[config.mk]
export PLATFORM = sky130hd
export DESIGN_NAME = stopwatch_ctrl_flat
export DESIGN_NICKNAME = d
export VERILOG_FILES = /design/src/rtl/stopwatch_pkg.sv /design/src/rtl/stopwatch_ctrl_if.sv /design/src/rtl/stopwatch_ctrl_bcd_digit.sv /design/src/rtl/stopwatch_ctrl.sv /design/src/flat_wrapper.sv
export SDC_FILE = /design/constraint.sdc
export NUM_CORES = 1
export LEC_CHECK = 0
export BUFFER_PORTS_ARGS = -buffer_cell sky130_fd_sc_hd__buf_2
export CORE_ASPECT_RATIO = 0.7
export CORE_MARGIN = 2
export CORE_UTILIZATION = 50
export CTS_CLUSTER_SIZE = 12
export DETAILED_ROUTE_END_ITERATION = 16
export PLACE_DENSITY = 0.75
export SYNTH_ARGS = -nofsm -noshare
export SYNTH_HDL_FRONTEND = slang
export SYNTH_SLANG_ARGS = --single-unit
[constraint.sdc]
create_clock -name clk -period 2 [get_ports clk]
set_input_delay 0.3 -clock clk [delete_from_list [all_inputs] [get_ports clk]]
set_output_delay 0.3 -clock clk [all_outputs]
set_load 0.05 [all_outputs]
[src/rtl/stopwatch_pkg.sv]
// ============================================================================
// Module : stopwatch_pkg
// Brief  : Shared state encoding and BCD constants for the stopwatch path.
// Rev    : 1.0  initial release
// ============================================================================
`default_nettype none

package stopwatch_pkg;

    typedef enum logic [1:0] {
        IDLE = 2'd0,
        RUN  = 2'd1,
        LAP  = 2'd2,
        STOP = 2'd3
    } state_t;

    localparam logic [3:0]  BCD_MAX    = 4'd9;
    localparam int          DIGITS     = 4;
    localparam logic [15:0] CLEAR_WORD = 16'h0000;

endpackage

`default_nettype wire

[src/rtl/stopwatch_ctrl_if.sv]
// ============================================================================
// Module : stopwatch_ctrl_if
// Brief  : Button/tick inputs and count/display outputs of the stopwatch.
// Rev    : 1.0  initial release
// ============================================================================
`default_nettype none

interface stopwatch_ctrl_if;
    import stopwatch_pkg::*;

    logic                  tick;
    logic                  btn_ss;
    logic                  btn_lr;
    logic [4*DIGITS-1:0]   count_data;
    logic [4*DIGITS-1:0]   disp_data;
    logic                  run;
    logic                  lap_frozen;
    logic                  ovf;

    modport master (
        output tick, btn_ss, btn_lr,
        input  count_data, disp_data, run, lap_frozen, ovf
    );

    modport slave (
        input  tick, btn_ss, btn_lr,
        output count_data, disp_data, run, lap_frozen, ovf
    );

endinterface

`default_nettype wire

[src/rtl/stopwatch_ctrl_bcd_digit.sv]
// ============================================================================
// Module : bcd_digit
// Brief  : Mod-10 BCD digit with increment, clear and carry-out.
// Rev    : 1.0  initial release
// ============================================================================
`default_nettype none

module bcd_digit
    import stopwatch_pkg::*;
(
    input  wire logic       clk,
    input  wire logic       rst,
    input  wire logic       clr,
    input  wire logic       inc,
    output logic      [3:0] value,
    output logic            carry
);

    assign carry = inc && (value == BCD_MAX);

    always_ff @(posedge clk) begin
        if (rst || clr) begin
            value <= 4'd0;
        end else if (inc) begin
            value <= (value == BCD_MAX) ? 4'd0 : value + 4'd1;
        end
    end

endmodule

`default_nettype wire

[src/rtl/stopwatch_ctrl.sv]
// ============================================================================
// Module : stopwatch_ctrl
// Brief  : Run/lap/stop/clear sequencer owning the SS.cc BCD time count.
// Rev    : 1.0  initial release
// ============================================================================
`default_nettype none

module stopwatch_ctrl
    import stopwatch_pkg::*;
#(
    parameter int DIGITS          = 4,
    parameter bit HOLD_BTN_AT_RST = 1'b1
)(
    input  wire logic          clk,
    input  wire logic          rst,
    stopwatch_ctrl_if.slave    bus
);

    state_t              state;
    state_t              next_state;
    logic                ss_q;
    logic                lr_q;
    logic                ss_e;
    logic                lr_e;
    logic                lap_load;
    logic                clear;
    logic                count_en;
    logic [DIGITS:0]     inc_chain;
    logic [4*DIGITS-1:0] count_word;
    logic [4*DIGITS-1:0] lap_reg;
    logic                ovf;

    // Loading the live level during reset keeps a held button from firing.
    always_ff @(posedge clk) begin
        if (rst) begin
            ss_q <= HOLD_BTN_AT_RST ? bus.btn_ss : 1'b0;
            lr_q <= HOLD_BTN_AT_RST ? bus.btn_lr : 1'b0;
        end else begin
            ss_q <= bus.btn_ss;
            lr_q <= bus.btn_lr;
        end
    end

    assign ss_e = bus.btn_ss & ~ss_q;
    assign lr_e = bus.btn_lr & ~lr_q;

    always_ff @(posedge clk) begin
        if (rst) begin
            state <= IDLE;
        end else begin
            state <= next_state;
        end
    end

    // ss_e is tested first everywhere so it wins over a simultaneous lr_e.
    always_comb begin
        next_state = state;
        lap_load   = 1'b0;
        clear      = 1'b0;
        unique case (state)
            IDLE: begin
                if (ss_e) next_state = RUN;
            end
            RUN: begin
                if (ss_e) begin
                    next_state = STOP;
                end else if (lr_e) begin
                    next_state = LAP;
                    lap_load   = 1'b1;
                end
            end
            LAP: begin
                if (ss_e) begin
                    next_state = STOP;
                end else if (lr_e) begin
                    next_state = RUN;
                end
            end
            STOP: begin
                if (ss_e) begin
                    next_state = RUN;
                end else if (lr_e) begin
                    next_state = IDLE;
                    clear      = 1'b1;
                end
            end
            default: next_state = IDLE;
        endcase
    end

    // Counting follows the pre-transition state, so a tick on a stop edge counts.
    assign count_en     = bus.tick && ((state == RUN) || (state == LAP));
    assign inc_chain[0] = count_en;

    for (genvar i = 0; i < DIGITS; i++) begin : g_digit
        bcd_digit u_digit (
            .clk   (clk),
            .rst   (rst),
            .clr   (clear),
            .inc   (inc_chain[i]),
            .value (count_word[4*i +: 4]),
            .carry (inc_chain[i+1])
        );
    end

    always_ff @(posedge clk) begin
        if (rst || clear) begin
            lap_reg <= CLEAR_WORD;
            ovf     <= 1'b0;
        end else begin
            if (lap_load) lap_reg <= count_word;
            if (inc_chain[DIGITS]) ovf <= 1'b1;
        end
    end

    assign bus.count_data = count_word;
    assign bus.disp_data  = (state == LAP) ? lap_reg : count_word;
    assign bus.run        = (state == RUN) || (state == LAP);
    assign bus.lap_frozen = (state == LAP);
    assign bus.ovf        = ovf;

endmodule

`default_nettype wire

[src/flat_wrapper.sv]
// flat-port wrapper written by rule: the top's interface ports become plain ports
module stopwatch_ctrl_flat import stopwatch_pkg::*;
#(
    parameter int DIGITS          = 4,
    parameter bit HOLD_BTN_AT_RST = 1'b1
)
  (clk, rst, bus_tick, bus_btn_ss, bus_btn_lr, bus_count_data, bus_disp_data, bus_run, bus_lap_frozen, bus_ovf);
  stopwatch_ctrl_if bus_i ();
  input  wire logic clk;
  input  wire logic rst;
  input wire logic [$bits(bus_i.tick)-1:0] bus_tick;
  input wire logic [$bits(bus_i.btn_ss)-1:0] bus_btn_ss;
  input wire logic [$bits(bus_i.btn_lr)-1:0] bus_btn_lr;
  output wire logic [$bits(bus_i.count_data)-1:0] bus_count_data;
  output wire logic [$bits(bus_i.disp_data)-1:0] bus_disp_data;
  output wire logic [$bits(bus_i.run)-1:0] bus_run;
  output wire logic [$bits(bus_i.lap_frozen)-1:0] bus_lap_frozen;
  output wire logic [$bits(bus_i.ovf)-1:0] bus_ovf;
  assign bus_i.tick = bus_tick;
  assign bus_i.btn_ss = bus_btn_ss;
  assign bus_i.btn_lr = bus_btn_lr;
  assign bus_count_data = bus_i.count_data;
  assign bus_disp_data = bus_i.disp_data;
  assign bus_run = bus_i.run;
  assign bus_lap_frozen = bus_i.lap_frozen;
  assign bus_ovf = bus_i.ovf;
  stopwatch_ctrl #(.DIGITS(DIGITS), .HOLD_BTN_AT_RST(HOLD_BTN_AT_RST)) u_core (.clk(clk), .rst(rst), .bus(bus_i));
endmodule
==> results of run 1 <==
## path summary, 6_finish.rpt
check,start,endpoint,slack [ns],cells past startpoint
setup / recovery,u_core.state[0]$_SDFFE_PP0P_,bus_disp_data[0],0.07,5
hold / removal,bus_btn_lr,u_core.lr_q$_DFF_P_,0.12,1
setup reg to reg,u_core.state[1]$_SDFFE_PP0P_,u_core.g_digit[3].u_digit.value[3]$_SDFFE_PP0P_,0.11,6
hold reg to reg,u_core.bus.ovf$_SDFFE_PP0P_,u_core.bus.ovf$_SDFFE_PP0P_,0.44,2
## metrics by stage
stage	setup slack (ns)	area, µm²	utilization [%]
global route	0.00215	2260	63.8
finish	0.0731	2260	63.8
detailed placement	0.0192	2110	59.8
CTS	0.000212	2240	63.2
floorplan	-0.0550	1850	-
global placement	0.0733	2110	59.8
## Yosys cell counts, types with 3 or more instances
master and instances:
a21oi_1 9, a31oi_1 3, buf_2 4, buf_6 3, clkbuf_1 3, dfxtp_1 37, ha_1 4, inv_1 4
mux2_2 15, mux2i_1 16, nand2_1 11, nand3_1 4, nand4_1 3, nor2_1 26, nor2b_1 7, nor3_1 3
nor3b_1 3, o21ai_0 6, or3_1 5, xor2_1 6
## layout by cell type (no fill, tap or decap), types with 2 or more instances in the layout
cell type / n
a21oi_1: 9
nor2_1: 26
o21ai_0: 5
clkbuf_8: 7
dfxtp_1: 36
ha_1: 2
buf_12: 2
buf_4: 17
nand3_1: 4
nand2_1: 11
inv_1: 3
nor3b_1: 3
mux2_2: 15
nand4_1: 3
or3_1: 5
mux2i_1: 16
xor2_1: 6
a31oi_1: 3
buf_2: 27
nor2b_1: 7
and4bb_4: 2
nor3_1: 3
## metal layers
layer / GRT usage, % / part of all wire [%] / vias up
met5: 0 / 0 / -
met4: 10.0 / 1.4 / 0
met3: 5.12 / 5.6 / 7
met2: 29.6 / 41 / 29
met1: 24.9 / 52 / 655
li1: - / - / 758
## kinds of logic after synthesis
logic type | count (synthesis) | share of synthesized area (%)
AND/OR/NAND/NOR | 76 | 23.7
flip-flops | 37 | 40.2
multiplexers | 31 | 17.9
AO/OA/AOI/OAI | 23 | 7.40
buffers and inverters | 16 | 4.82
XOR/XNOR | 7 | 3.33
adder cells (fa/ha/maj) | 4 | 2.72
## what timing repair did
item / CTS / global route
gates resized for setup: 10 / 10
setup endpoints to repair: 16 / 18
hold buffers: 0 / 0
## area by class of cell
class,instances,area [µm²]
flip-flops and latches,37,742
clock buffers,7,96.3
multi-input cells,141,1030
repair buffers,46,303
well taps,50,62.6
clock inverters,1,5.00
fillers,312,1280
inverters,4,15.0
## power by group through the flow
stage / Clock (W) / Sequential (W) / Combinational, W
2_1_floorplan: 0 / 0.000821 / 0.000291
3_3_place_gp: 0 / 0.000796 / 0.000412
3_5_place_dp: 0 / 0.000797 / 0.000414
4_1_cts: 0.000601 / 0.000782 / 0.000417
5_1_grt: 0.000620 / 0.000788 / 0.000457
6_report: 0.000583 / 0.000785 / 0.000425
==> metrics.yaml, run 1 <==
yosys:
  synth.net_count: 203
  synth_cell_types: 40
  yosys_register_bits: 37
  ys_warn_count: 0
  synth.area.top_cells: "dfxtp_1 40%, mux2_2 9.2%, mux2i_1 8.7%"
  synth_ff_type: "dfxtp_1"
  synth_edf_count: 0
  synth_top_area_share_pct: 40.2
  postSynthCellCount: 194
  async_flop_share_pct: 0
  yosysSeqAreaShare_pct: 40.2
  synth_area_um2: 1840
  synth_top_area_cell: "dfxtp_1"
  syn_area_per_cell_um2: 9.50
worst_setup_path:
  cp_slowest_cell: "dfxtp_1"
  path_cells: "inv_2 > ha_4 > buf_12 > mux2_2 > buf_2"
  critPathKind: "reg -> out"
  worst_setup_path_start_kind: "flip-flop"
  cp_max_fo: 18
  required_ns: 1.70
  critPathBufInv: 3
  cp_top_family: "buffers and inverters"
  slowest_delay_ns: 0.34
  critPathCaptureType: "output pin"
  cp.arrival_ns: 1.63
global_route:
  track_usage_pct: 19.1
  grt_overflow: 0
  grt_max_degree: 29
  grt_pass1_vias: 1251
  grt_pass1_wl_mm: 6.04
  antenna_found_initial: 0
placed_design:
  dp.cells: 278
  place_hpwl_mm: 2.47
  gp_congestion: 0.726
  io_buffer_count: 39
sta:
  hold_violations: 0
  finalCritPeriodShare_pct: 96.3
  fin_tns_setup_ns: 0
  hold_ws_ns: 0.121
  fmax_mhz: 519
  period_minus_slack_ns: 1.93
  rsz0062_at_grt: "no"
  worstMarginPinSlew_ns: 0.347
  relSlewSlack_pct: 76.8
  setup_viol: 0
  fin_skew_ns: 0.00332
  slew_violations: 0
power_and_ir_drop:
  power_density_nw_per_um2: 794
  p_int_w: 0.00123
  leakage_nw: 1.07
  power.share.combinational_pct: 23.7
  p_switching_w: 0.000561
  p_clk_share_pct: 32.5
  seqPwrFrac_pct: 43.8
  swShare_pct: 31.3
  vdd_drop_max_mv: 0.403
  fin_total_pwr_w: 0.00179
drt:
  viasPerCell: 5.07
  drt_iter0_markers: 45
  wl_per_cell_um: 12.7
  drcViolationCount: 0
  wirelength_mm: 3.62
  firstDrtPassIters: 2
  vias: 1449
  ant_nets: 0
outcome:
  status: "finished clean"
floorplan:
  dieArea_um2: 4200
  dieHeight_um: 54.8
  core_area_um2: 3540
  initial_utilization_pct: 52.1
  ios: 40
  die_w_um: 76.6
  num_rows: 18
clock_tree:
  cts_setup_buffers: 0
  clk_latency_ns: 0.29
  clk_pin_slew_ns: 0.07
  cts_sinks: 37
  cts.path.max_buffers: 2
  clock-root-buffer: "clkbuf_8"
  cts_tree: "built"
  htree_levels: 2
  numCtsBuffers: 5
min_path:
  hold_class: "in -> reg"
cells_and_area:
  layout-drive-gt1-share_pct: 34.3
  antenna_cells: 0
  instances_no_fill: 286
  fin_nets: 244
  syn_to_final_growth_pct: 22.5
flow_run:
  maxCapViolCount: 0
Power figures use the tool's default switching activity.
==> inputs of run 2 (changes only) <==
Settings changed: PLACE_DENSITY 0.75 to 0.86.
==> metrics.yaml, run 2 (synthesized netlist as in run 1, its figures left out) <==
placed_design:
  pre_cts_slack_ns: 0.0710  # +0.0518 ns
  place_hpwl_mm: 2.56  # +3.5%
  io_buffer_count: 39  # unchanged
  gp_congestion: 0.872  # +20%
drt:
  wl_per_cell_um: 13.2  # +4.2%
  wirelength_mm: 3.81  # +5.3%
  met3WireLength_um: 238  # +18%
  topRoutingLayerUsed: "met4"
  vias: 1532  # +5.7%
  met2WireLength_mm: 1.68  # +13%
  firstDrtPassIters: 6  # +4
  wl_met1_mm: 1.84  # -2.1%
  viasPerCell: 5.30  # +4.6%
  drt_iter0_markers: 93  # +110%
  ant_nets: 0  # unchanged
  drcViolationCount: 0  # unchanged
global_route:
  grt_pass1_wl_mm: 6.18  # +2.3%
  track_usage_pct: 19.4  # +0.34 points
  antenna_found_initial: 0  # unchanged
  grt_pass1_vias: 1305  # +4.3%
  grt_overflow: 0  # unchanged
  grt_max_degree: 34  # +17%
floorplan:
  initial_utilization_pct: 52.1  # unchanged
  dieHeight_um: 54.8  # unchanged
  ios: 40  # unchanged
  core_area_um2: 3540  # unchanged
  dieArea_um2: 4200  # unchanged
  die_w_um: 76.6  # unchanged
  num_rows: 18  # unchanged
sta:
  fmax_mhz: 513  # -1.1%
  setup_viol: 0  # unchanged
  relSlewSlack_pct: 76.3  # -0.49 points
  setup_slack_ns: 0.0513  # -0.0218 ns
  fin_skew_ns: 0.00825  # +0.00493 ns
  worstMarginPinSlew_ns: 0.355  # +0.00782 ns
  period_minus_slack_ns: 1.95  # +0.0218 ns
  slew_violations: 0  # unchanged
  fin_tns_setup_ns: 0  # unchanged
  hold_violations: 0  # unchanged
  finalCritPeriodShare_pct: 97.4  # +1.1 points
power_and_ir_drop:
  power_density_nw_per_um2: 783  # -1.4%
  leakage_nw: 1.07  # about the same
  vdd_drop_max_mv: 0.611  # +52%
worst_setup_path:
  reg2reg_depth: 6  # unchanged
  path_cells: "buf_4 > ha_4 > buf_12 > mux2_2 > buf_2"
  critPathCaptureType: "output pin"
  r2r_end: "u_core.g_digit[2].u_digit.value[3]$_SDFFE_PP0N_"
  worst_setup_path_start_kind: "flip-flop"
  rrSetupSlack_ns: 0.14  # +0.03 ns
  timing.rr.start: "u_core.state[0]$_SDFFE_PP0P_"
  cp_slowest_cell: "mux2_2"
  required_ns: 1.70  # about the same
  cp.arrival_ns: 1.65  # +0.02 ns
  slowest_delay_ns: 0.35  # about the same
  critPathKind: "reg -> out"
  cp_max_fo: 19  # +1
clock_tree:
  cts.path.max_buffers: 2  # unchanged
  cts_sinks: 37  # unchanged
  clk_latency_ns: 0.29  # about the same
  clk_pin_slew_ns: 0.07  # about the same
  clock-root-buffer: "clkbuf_8"
  cts_tree: "built"
  htree_levels: 2  # unchanged
  cts.hold.buffers_added: 0  # unchanged
  numCtsBuffers: 5  # unchanged
min_path:
  hold_path_depth: 1  # unchanged
  hold_class: "in -> reg"
  min_to: "u_core.lr_q$_DFF_P_"
  min_from: "bus_btn_lr"
cells_and_area:
  fin_nets: 247  # +1.2%
  layout_common_cells: "38 x buf_2, 37 x dfxtp_1, 26 x nor2_1"
  antenna_cells: 0  # unchanged
  syn_to_final_growth_pct: 20.4
  layout_commonest_cell: "buf_2"
  fill_cells: 301  # -3.5%
  layout-drive-gt1-share_pct: 34.3  # about the same
flow_run:
  maxCapViolCount: 0  # unchanged
outcome:
  status: "finished clean"
## run 2: layout make-up
type	count	area (µm²)	share of cell area [%]
clock buffer	6	72.6	3.27
clock inverter	2	10.0	0.451
inverter	4	15.0	0.676
multi-input combinational	141	1030	46.6
sequential	37	741	33.4
tap	50	62.6	2.82
timing repair buffer	49	285	12.9
## run 2: metal layers
layer / vias to the layer above / track usage [%]
li1: 766 / -
met1: 712 / 24.5
met2: 47 / 32.6
met3: 7 / 4.95
met4: 0 / 8.18
met5: - / 0
## run 2: worst max-delay path: cells and delay by family, from the launching register on
kind / cells / cell delay (ns)
flops: 1 / 0.34
mux: 1 / 0.35
buf+inv: 3 / 0.52
fa+ha+maj: 1 / 0.15
## run 2: worst max path at each step
stage / start / to / slack [ns] / cells past startpoint
after floorplan: u_core.state[0]$_SDFFE_PP0P_ / bus_disp_data[0] / -0.05 / 5
after global placement: u_core.state[0]$_SDFFE_PP0P_ / u_core.g_digit[3].u_digit.value[3]$_SDFFE_PP0P_ / 0.13 / 6
after detailed placement: u_core.state[0]$_SDFFE_PP0P_ / u_core.g_digit[3].u_digit.value[3]$_SDFFE_PP0P_ / 0.07 / 6
after CTS: u_core.state[0]$_SDFFE_PP0P_ / bus_disp_data[3] / 0.05 / 5
after global routing: u_core.state[1]$_SDFFE_PP0P_ / bus_disp_data[15] / -0.005 / 5
final: u_core.state[1]$_SDFFE_PP0P_ / bus_disp_data[3] / 0.05 / 5
## run 2: stage by stage
stage          total power, W  cell area [µm²]  util (%)  instances  hold WS [ns]
2_1_floorplan         0.00111             1850         -        194         0.328
3_3_place_gp          0.00121             2110      59.6        279         0.416
3_5_place_dp          0.00122             2110      59.6        279         0.417
4_1_cts               0.00172             2200      62.2        287         0.111
5_1_grt               0.00182             2220      62.8        289         0.107
6_report              0.00174             2220      62.8        289         0.118
## run 2: what timing repair did
action,CTS,global route
setup buffers,0,2
endpoints found under the setup margin,14,19
pin swaps,0,0
resized for setup,2,2
## run 2: report_power, final
| part | leakage [nW] | internal (W) | switching, W | total, W |
|---|---|---|---|---|
| logic | 0.731 | 0.000178 | 0.000280 | 0.000458 |
| clock network | 0.0450 | 0.000241 | 0.000258 | 0.000500 |
| registers | 0.299 | 0.000759 | 0.0000209 | 0.000779 |
==> inputs of run 3 (changes only) <==
Settings changed: CORE_UTILIZATION 50 to 35, PLACE_DENSITY 0.86 to 0.67, REMOVE_ABC_BUFFERS set to 1.
==> metrics.yaml, run 3 (synthesized netlist as in run 1, its figures left out) <==
sta:
  fin_skew_ns: 0.00585  # -0.00241 ns
  setup_viol: 0  # unchanged
  worstMarginPinSlew_ns: 0.408  # +0.0535 ns
  fmax_mhz: 507  # -1.1%
  finalCritPeriodShare_pct: 98.5  # +1.1 points
  rsz0062_at_grt: "yes"
  slew_violations: 0  # unchanged
  period_minus_slack_ns: 1.97  # +0.0222 ns
  relSlewSlack_pct: 72.8  # -3.6 points
  hold_violations: 0  # unchanged
clock_tree:
  htree_levels: 2  # unchanged
  numCtsBuffers: 5  # unchanged
  clk_latency_ns: 0.29  # about the same
  cts_tree: "built"
  cts.hold.buffers_added: 0  # unchanged
  cts_sinks: 37  # unchanged
  clock-root-buffer: "clkbuf_8"
  cts.path.max_buffers: 2  # unchanged
  clk_pin_slew_ns: 0.08  # about the same
global_route:
  grt_pass1_wl_mm: 6.56  # +6.3%
  grt_max_degree: 19  # -44%
  track_usage_pct: 14.2  # -5.2 points
  grt_overflow: 0  # unchanged
  grt_pass1_vias: 1409  # +8.0%
  antenna_found_initial: 0  # unchanged
cells_and_area:
  layout_commonest_cell: "dfxtp_1"
  multi_input_area_um2: 1020  # -1.2%
  syn_to_final_growth_pct: 26.5
  final_cell_area_um2: 2330  # +5.1%
  fin_nets: 248  # +0.40%
  layout_common_cells: "37 x dfxtp_1, 26 x nor2_1, 24 x buf_2, 24 x buf_4, 16 x mux2i_1"
  layout-drive-gt1-share_pct: 34.2  # -0.14 points
  instances_no_fill: 312  # +8.0%
  fin_util_pct: 45.3  # -17 points
  seqCellArea_um2: 741  # unchanged
  antenna_cells: 0  # unchanged
  fill_cells: 512  # +70%
worst_setup_path:
  critPathKind: "reg -> out"
  required_ns: 1.70  # about the same
  worst_setup_path_start_kind: "flip-flop"
  critPathCaptureType: "output pin"
  critPathBufInv: 2  # -1
  cp.arrival_ns: 1.67  # +0.02 ns
  cp_top_family: "flip-flops"
  path_cells: "ha_2 > buf_6 > mux2_2 > buf_4"
  cp_max_fo: 9  # -10
  cp_slowest_cell: "dfxtp_1"
  slowest_delay_ns: 0.43  # +0.08 ns
drt:
  ant_nets: 0  # unchanged
  wl_per_cell_um: 12.7  # -4.0%
  drcViolationCount: 0  # unchanged
  vias: 1503  # -1.9%
  firstDrtPassIters: 4  # -2
  viasPerCell: 4.82  # -9.1%
  wirelength_mm: 3.95  # +3.6%
  drt_iter0_markers: 33  # -65%
placed_design:
  place_area_um2: 2150  # +2.0%
  place_hpwl_mm: 2.80  # +9.3%
  io_buffer_count: 39  # unchanged
  gp_congestion: 0.729  # -16%
  dp.cells: 304  # +9.0%
floorplan:
  dieArea_um2: 5870  # +40%
  initial_utilization_pct: 35.8  # -16 points
  num_rows: 22  # +4
  die_w_um: 90.7  # +19%
  core_area_um2: 5150  # +46%
  ios: 40  # unchanged
  dieHeight_um: 64.7  # +18%
min_path:
  hold_class: "in -> reg"
power_and_ir_drop:
  leakage_nw: 1.10  # +2.6%
  power_density_nw_per_um2: 848  # +8.3%
  vdd_drop_max_mv: 0.384  # -37%
flow_run:
  maxCapViolCount: 0  # unchanged
outcome:
  status: "finished clean"
-- run 3: worst paths after layout --
path                                startpoint                                               to  slack (ns)  cells past startpoint
setup / recovery  u_core.state[1]$_SDFFE_PP0P_                                 bus_disp_data[4]        0.03                      4
setup reg to reg  u_core.state[1]$_SDFFE_PP0P_  u_core.g_digit[3].u_digit.value[3]$_SDFFE_PP0P_        0.12                      6
hold / removal                      bus_btn_lr                              u_core.lr_q$_DFF_P_        0.12                      1
hold reg to reg    u_core.bus.ovf$_SDFFE_PP0P_                      u_core.bus.ovf$_SDFFE_PP0P_        0.44                      2
-- run 3: area by class of cell --
| cell class | count | area share [%] |
|---|---|---|
| clock buffers | 5 | 2.95 |
| clock inverters | 3 | 2.79 |
| inverters | 4 | 0.644 |
| multi-input cells | 141 | 43.8 |
| flip-flops and latches | 37 | 31.8 |
| well taps | 72 | 3.86 |
| repair buffers | 50 | 14.2 |
-- run 3: metal layers --
layer / routed length [µm] / GRT usage, % / vias to the layer above
met3: 191 / 4.19 / 7
met2: 1780 / 22.5 / 32
met4: 64 / 6.54 / 0
li1: - / - / 765
met1: 1910 / 18.0 / 699
met5: 0 / 0 / -
-- run 3: timing repair --
action	CTS	global route
gates resized for setup	14	10
endpoints found under the setup margin	11	20
hold endpoints to repair	0	0
buffers inserted	0	0
cloned	0	0
-- run 3: where the power goes --
group	total, W	internal, W	leakage (nW)	switching [W]
clock network	0.000770	0.000495	0.0681	0.000275
logic	0.000419	0.000159	0.735	0.000260
registers	0.000788	0.000758	0.299	0.0000294
total	0.00198	0.00141	1.10	0.000564
-- run 3: worst register-to-register path: stages, from the launching register on --
cell and delay (ns):
dfxtp_1 0.43, inv_1 0.11, ha_1 0.30, and3_4 0.25, nand4_4 0.09, or4b_1 0.47
a31oi_1 0.16
-- run 3: stage by stage --
stage | setup TNS (ns) | hold WS [ns] | total power [W] | worst slack, ns
after floorplan | -3.72 | 0.328 | 0.00109 | -0.562
after global placement | 0 | 0.419 | 0.00120 | 0.123
after detailed placement | 0 | 0.424 | 0.00121 | 0.0600
after CTS | 0 | 0.107 | 0.00200 | 0.0379
after global routing | -0.175 | 0.111 | 0.00207 | -0.0235
final | 0 | 0.121 | 0.00198 | 0.0291
